### config.mk
export PLATFORM = sky130hd
export DESIGN_NAME = pq_cmd_scheduler
export DESIGN_NICKNAME = d
export VERILOG_FILES = /design/src/rtl/pq_cmd_pkg.sv /design/src/rtl/pq_cmd_fifo.sv /design/src/rtl/pq_cmd_scheduler.sv
export SDC_FILE = /design/constraint.sdc
export NUM_CORES = 1
export LEC_CHECK = 0
export CORE_MARGIN = 2
export CORE_UTILIZATION = 53
export CTS_CLUSTER_DIAMETER = 200
export DETAILED_ROUTE_END_ITERATION = 7
export PLACE_DENSITY = 0.82
export SLEW_MARGIN = 20
export SYNTH_ARGS = -nofsm -noshare
export SYNTH_HDL_FRONTEND = slang
export SYNTH_SLANG_ARGS = --single-unit
### constraint.sdc
create_clock -name i_CLK -period 3.11 [get_ports i_CLK]
set_input_delay 0.7775 -clock i_CLK [delete_from_list [all_inputs] [get_ports i_CLK]]
set_output_delay 0.7775 -clock i_CLK [all_outputs]
set_load 0.1 [all_outputs]
### src/rtl/pq_cmd_pkg.sv
// Shared types and sizing helpers for the priority-queue command scheduler.
package pq_cmd_pkg;

  typedef enum logic [1:0] {OP_NONE, OP_ENQ, OP_DEQ, OP_REP} pq_op_t;

  typedef enum logic {IDLE, WAIT} sched_state_t;

  // Wait counter must hold the larger of the two settle times; never narrower than 1 bit.
  function automatic int wait_cnt_width(input int enq_wait, input int op_wait);
    int m;
    m = (enq_wait > op_wait) ? enq_wait : op_wait;
    return (m < 1) ? 1 : $clog2(m + 1);
  endfunction

endpackage

### src/rtl/pq_cmd_fifo.sv
// Small synchronous push buffer with a combinational head so the scheduler
// can decide on the oldest key in the same cycle it becomes visible.
module pq_cmd_fifo #(
  parameter int DATA_WIDTH = 16,
  parameter int FIFO_DEPTH = 4
) (
  input  logic                  clk,
  input  logic                  rst_n,
  input  logic                  wr_en,
  input  logic [DATA_WIDTH-1:0] wr_data,
  input  logic                  rd_en,
  output logic [DATA_WIDTH-1:0] rd_data,
  output logic                  full,
  output logic                  empty
);

  localparam int PTR_W = $clog2(FIFO_DEPTH);

  logic [DATA_WIDTH-1:0] mem [FIFO_DEPTH];
  logic [PTR_W-1:0]      wr_ptr_reg;
  logic [PTR_W-1:0]      rd_ptr_reg;
  logic [PTR_W:0]        count_reg;
  logic                  do_wr;
  logic                  do_rd;

  assign full    = (count_reg == (PTR_W + 1)'(FIFO_DEPTH));
  assign empty   = (count_reg == '0);
  assign do_rd   = rd_en && !empty;
  // A write while full is only safe when the head leaves in the same cycle.
  assign do_wr   = wr_en && (!full || do_rd);
  assign rd_data = mem[rd_ptr_reg];

  always_ff @(posedge clk) begin
    if (do_wr) mem[wr_ptr_reg] <= wr_data;
  end

  always_ff @(posedge clk or negedge rst_n) begin
    if (!rst_n) begin
      wr_ptr_reg <= '0;
      rd_ptr_reg <= '0;
      count_reg  <= '0;
    end else begin
      if (do_wr) wr_ptr_reg <= wr_ptr_reg + PTR_W'(1);
      if (do_rd) rd_ptr_reg <= rd_ptr_reg + PTR_W'(1);
      case ({do_wr, do_rd})
        2'b10:   count_reg <= count_reg + (PTR_W + 1)'(1);
        2'b01:   count_reg <= count_reg - (PTR_W + 1)'(1);
        default: count_reg <= count_reg;
      endcase
    end
  end

endmodule

### src/rtl/pq_cmd_scheduler.sv
// Command stage in front of the sorted-register priority queue: buffers pushes,
// merges push+pop into replace, spaces strobes by the queue settle time.
module pq_cmd_scheduler
  import pq_cmd_pkg::*;
#(
  parameter int QUEUE_SIZE = 8,
  parameter int DATA_WIDTH = 16,
  parameter int ENQ_WAIT   = QUEUE_SIZE / 2,
  parameter int OP_WAIT    = 1,
  parameter int FIFO_DEPTH = 4
) (
  input  logic                  i_CLK,
  input  logic                  i_RSTn,
  input  logic                  i_push_valid,
  output logic                  o_push_ready,
  input  logic [DATA_WIDTH-1:0] i_push_data,
  input  logic                  i_pop_valid,
  output logic                  o_pop_ready,
  output logic                  o_pop_valid,
  output logic [DATA_WIDTH-1:0] o_pop_data,
  output logic                  o_pop_empty,
  output logic                  o_pq_wrt,
  output logic                  o_pq_read,
  output logic [DATA_WIDTH-1:0] o_pq_data,
  input  logic                  i_pq_full,
  input  logic                  i_pq_empty,
  input  logic [DATA_WIDTH-1:0] i_pq_data
);

  localparam int              CNT_W    = wait_cnt_width(ENQ_WAIT, OP_WAIT);
  localparam logic [CNT_W-1:0] ENQ_LOAD = CNT_W'(ENQ_WAIT);
  localparam logic [CNT_W-1:0] OP_LOAD  = CNT_W'(OP_WAIT);

  sched_state_t          state_reg, state_next;
  logic [CNT_W-1:0]      cnt_reg, cnt_next;
  logic                  pop_pending_reg;
  logic                  fifo_full, fifo_empty, fifo_pop;
  logic [DATA_WIDTH-1:0] fifo_head;
  logic                  push_fire, pop_fire;
  pq_op_t                op;
  logic                  empty_pop;
  logic [CNT_W-1:0]      wait_load;

  assign o_push_ready = !fifo_full;
  assign o_pop_ready  = !pop_pending_reg;
  assign push_fire    = i_push_valid && o_push_ready;
  assign pop_fire     = i_pop_valid && o_pop_ready;
  assign fifo_pop     = (op == OP_ENQ) || (op == OP_REP);
  assign wait_load    = (op == OP_ENQ) ? ENQ_LOAD : OP_LOAD;

  pq_cmd_fifo #(
    .DATA_WIDTH(DATA_WIDTH),
    .FIFO_DEPTH(FIFO_DEPTH)
  ) u_fifo (
    .clk    (i_CLK),
    .rst_n  (i_RSTn),
    .wr_en  (push_fire),
    .wr_data(i_push_data),
    .rd_en  (fifo_pop),
    .rd_data(fifo_head),
    .full   (fifo_full),
    .empty  (fifo_empty)
  );

  always_ff @(posedge i_CLK or negedge i_RSTn) begin
    if (!i_RSTn) begin
      state_reg <= IDLE;
      cnt_reg   <= '0;
    end else begin
      state_reg <= state_next;
      cnt_reg   <= cnt_next;
    end
  end

  always_comb begin
    state_next = state_reg;
    cnt_next   = cnt_reg;
    case (state_reg)
      IDLE: begin
        if (op != OP_NONE) begin
          cnt_next   = wait_load;
          state_next = (wait_load == '0) ? IDLE : WAIT;
        end
      end
      WAIT: begin
        // The strobe cycle itself is the first WAIT cycle, so leave as the count hits 0.
        cnt_next = (cnt_reg == '0) ? '0 : cnt_reg - CNT_W'(1);
        if (cnt_reg <= CNT_W'(1)) state_next = IDLE;
      end
      default: state_next = IDLE;
    endcase
  end

  // Decision; a pending pop with a queued push and an empty queue falls through to enqueue.
  always_comb begin
    op        = OP_NONE;
    empty_pop = 1'b0;
    if (state_reg == IDLE) begin
      if (pop_pending_reg && !fifo_empty && !i_pq_empty) begin
        op = OP_REP;
      end else if (pop_pending_reg && fifo_empty) begin
        if (!i_pq_empty) op = OP_DEQ;
        else             empty_pop = 1'b1;
      end else if (!fifo_empty && !i_pq_full) begin
        op = OP_ENQ;
      end
    end
  end

  always_ff @(posedge i_CLK or negedge i_RSTn) begin
    if (!i_RSTn) begin
      pop_pending_reg <= 1'b0;
      o_pq_wrt        <= 1'b0;
      o_pq_read       <= 1'b0;
      o_pq_data       <= '0;
      o_pop_valid     <= 1'b0;
      o_pop_data      <= '0;
      o_pop_empty     <= 1'b0;
    end else begin
      o_pq_wrt  <= (op == OP_ENQ) || (op == OP_REP);
      o_pq_read <= (op == OP_DEQ) || (op == OP_REP);
      if (fifo_pop) o_pq_data <= fifo_head;

      if (pop_fire)
        pop_pending_reg <= 1'b1;
      else if ((op == OP_DEQ) || (op == OP_REP) || empty_pop)
        pop_pending_reg <= 1'b0;

      // During the read strobe the queue still shows the pre-operation top.
      o_pop_valid <= o_pq_read || empty_pop;
      if (o_pq_read) begin
        o_pop_data  <= i_pq_data;
        o_pop_empty <= 1'b0;
      end else if (empty_pop) begin
        o_pop_data  <= '0;
        o_pop_empty <= 1'b1;
      end
    end
  end

endmodule

==> summary.md <==
| Metric | Value |
|---|---|
| Final core utilization | 0.663 |
| CTS Sinks | 112 |
| Syn Inst Count | 265 |
| Clock buffer count from CTS | 9 |
| Avg Cell Area, Syn | 17.0 um2 |
| Worst path cell trace | buf_4 |
| CP required | 2.33 ns |
| Syn Nets | 311 |
| Fin. Hold Viols | 0 |
| Setup TNS | 0 ns |
| HP Class | in2async |
| Share of the synthesized area in the top cell type | 0.427 |
| Synthesis-stage register bit count | 112 |
| Area grow syn2layout | 21.0% |
| Biggest regs | u_fifo.mem x64, o_pop_data x16, o_pq_data x16 |
| Drt first-iter violations | 113 |
| Core box area | 8220 um2 |
| CTS root buf | clkbuf_8 |
| Top reg by flops | u_fifo.mem |
| Post-CTS setup repair buffer count | 0 |
| Critical path origin | o_pq_read |
| DIE HEIGHT | 96.2 um |
| CTS tree | done |
| Max Slew Vio Count | 0 |
| Starting Density | 0.548 |
| Final Skew | 0.00975 ns |
| Via count | 2460 |
| DRC Markers | 0 |
| Fin crit share | 0.794 |
| Max frequency | 0.405 GHz |
| Antenna viol nets, final | 0 |
| Cell family with the largest share of critical-path delay | flip-flops |
| Relative max-transition margin | 0.435 |
| Post-synth EDFFs | 64 |
| Vias per std cell | 5.37 |
| Final Critical Period | 2.47 ns |
| Most numerous cell in the Yosys netlist | edfxtp_1 |
| Final Setup Violations | 0 |
| Crit path buf inv count | 1 |
| Post-synth top cells | edfxtp_1, dfrtp_1, o21ai_0 |
| GRT overflow | 0 |
| Hold buffer count at cts | 0 |
| Max incr delay on CP | 0.91 ns |
| Critical path peak fanout | 35 |
| Drt wl/cell | 17.0 um |
| Unrepaired setup endpoints after global routing | no |
| Hpwl dp | 5.10 mm |
| Synth cell types | 38 |
| Vias in the first global route | 2433 |
| Outcome | completed |
| Global-route wire length before repair | 12.3 mm |
| Clk Latency, worst-skew pair | 0.36 ns |
| H-tree levels | 3 |
| Top cells by area, synth | edfxtp_1, dfrtp_1, mux4_2 |
| Io pins | 76 |
| Buffers on Ports | 75 |
| Post-CTS sizing | 0 |
| Gpl congestion | 0.684 |
| Total wire length | 7.78 mm |
| Clock Tree Buf Depth | 2 |
| R2R setup slack | 0.81 ns |
| Synth area leader | edfxtp_1 |
| GRT Total Usage | 0.182 |
| Initial antenna violation count | 0 |
| Antenna cells | 0 |
| Max FFs per register | 64 |
| Worst reg2reg path startpoint | u_fifo.count_reg[0] |
| Post-synth ARST share | 0.429 |
| Yosys warning total | 0 |
| Synth Cell Area | 4500 um2 |
| Crit path DAT | 1.69 ns |
| Nets@finish | 394 |
| Critical path class | reg2out |
| CP Launch Type | flip-flop |
| Die area | 9250 um2 |
| Main flop type after synthesis | edfxtp_1 |
| Clk pin slew, worst setup/hold paths | 0.10 ns |
| Maxcap violations | 0 |
| Largest net degree at the start of global routing | 36 |
| Share of cells above drive strength 1 | 0.278 |
| CP Capture Type | primary output |
| Row count | 33 |
| CP max stage cell | dfrtp_1 |
| Sequential-to-total area share from yosys stat | 0.694 |
| Pre-Repair DR Iteration Count | 4 |
| Chip Width | 96.2 um |
| Slew @ Worst Pin | 0.847 ns |
path summary, 6_finish.rpt:
check	end	depth (start not counted)
hold reg to reg	o_pop_empty	1
setup reg to reg	u_fifo.count_reg[2]	9
max in group asynchronous	o_pq_data[4]	2
hold / removal	pop_pending_reg	1
min in group i_CLK	o_pop_empty	1
setup / recovery	o_pq_read	1
through the flow:
| stage | std cells | cell area [um2] | hold slack, ns | setup slack, ns |
|---|---|---|---|---|
| 2_1_floorplan | 265 | 4500 | 0.482 | 0.446 |
| 3_3_place_gp | 442 | 5260 | 0.493 | 0.336 |
| 3_5_place_dp | 442 | 5260 | 0.496 | 0.300 |
| 4_1_cts | 458 | 5450 | 0.414 | 0.613 |
| 5_1_grt | 458 | 5450 | 0.430 | 0.525 |
| 6_report | 458 | 5450 | 0.398 | 0.641 |
routing by layer:
metal	up-vias	global-route usage	wire length (um)
met1	1245	0.243	3410
met3	7	0.0501	541
met4	0	0.0536	53
li1	1134	-	-
met5	-	0	0
met2	74	0.295	3780
placed cells by master, fill, tap and decap left out, drive strengths merged, types with 3 or more instances in the layout:
cell | Yosys | layout
and2 | 3 | 3
dfrtp | 48 | 48
mux2 | 17 | 17
edfxtp | 64 | 64
o21ai | 19 | 19
and3 | 4 | 4
nand2b | 17 | 17
inv | 11 | 13
ha | 7 | 7
xnor2 | 3 | 3
buf | 3 | 46
a21oi | 4 | 4
nor2 | 5 | 5
clkdlybuf4s50 | 0 | 36
nand2 | 18 | 18
clkbuf | 7 | 11
mux4 | 16 | 16
xor2 | 3 | 3
final cells by class:
class / instances / area, um2
Inverter: 11 / 41.3
Tap cell: 105 / 131
Multi-Input combinational cell: 132 / 1260
Sequential cell: 112 / 3120
Clock inverter: 5 / 37.5
Clock buffer: 11 / 153
Timing Repair Buffer: 82 / 703
Fill cell: 597 / 2770
logic make-up after synthesis:
kind of cell    Yosys count  share of synthesized area
buf+inv                  21                     0.0272
simple gates             54                     0.0678
mux                      34                      0.135
flops                   112                      0.694
xor+xnor                  6                     0.0117
fa+ha+maj                 8                     0.0239
compound gates           30                     0.0409
Power is not shown: default switching activity piles up to over one toggle a cycle in this logic, so the estimate is an artifact.
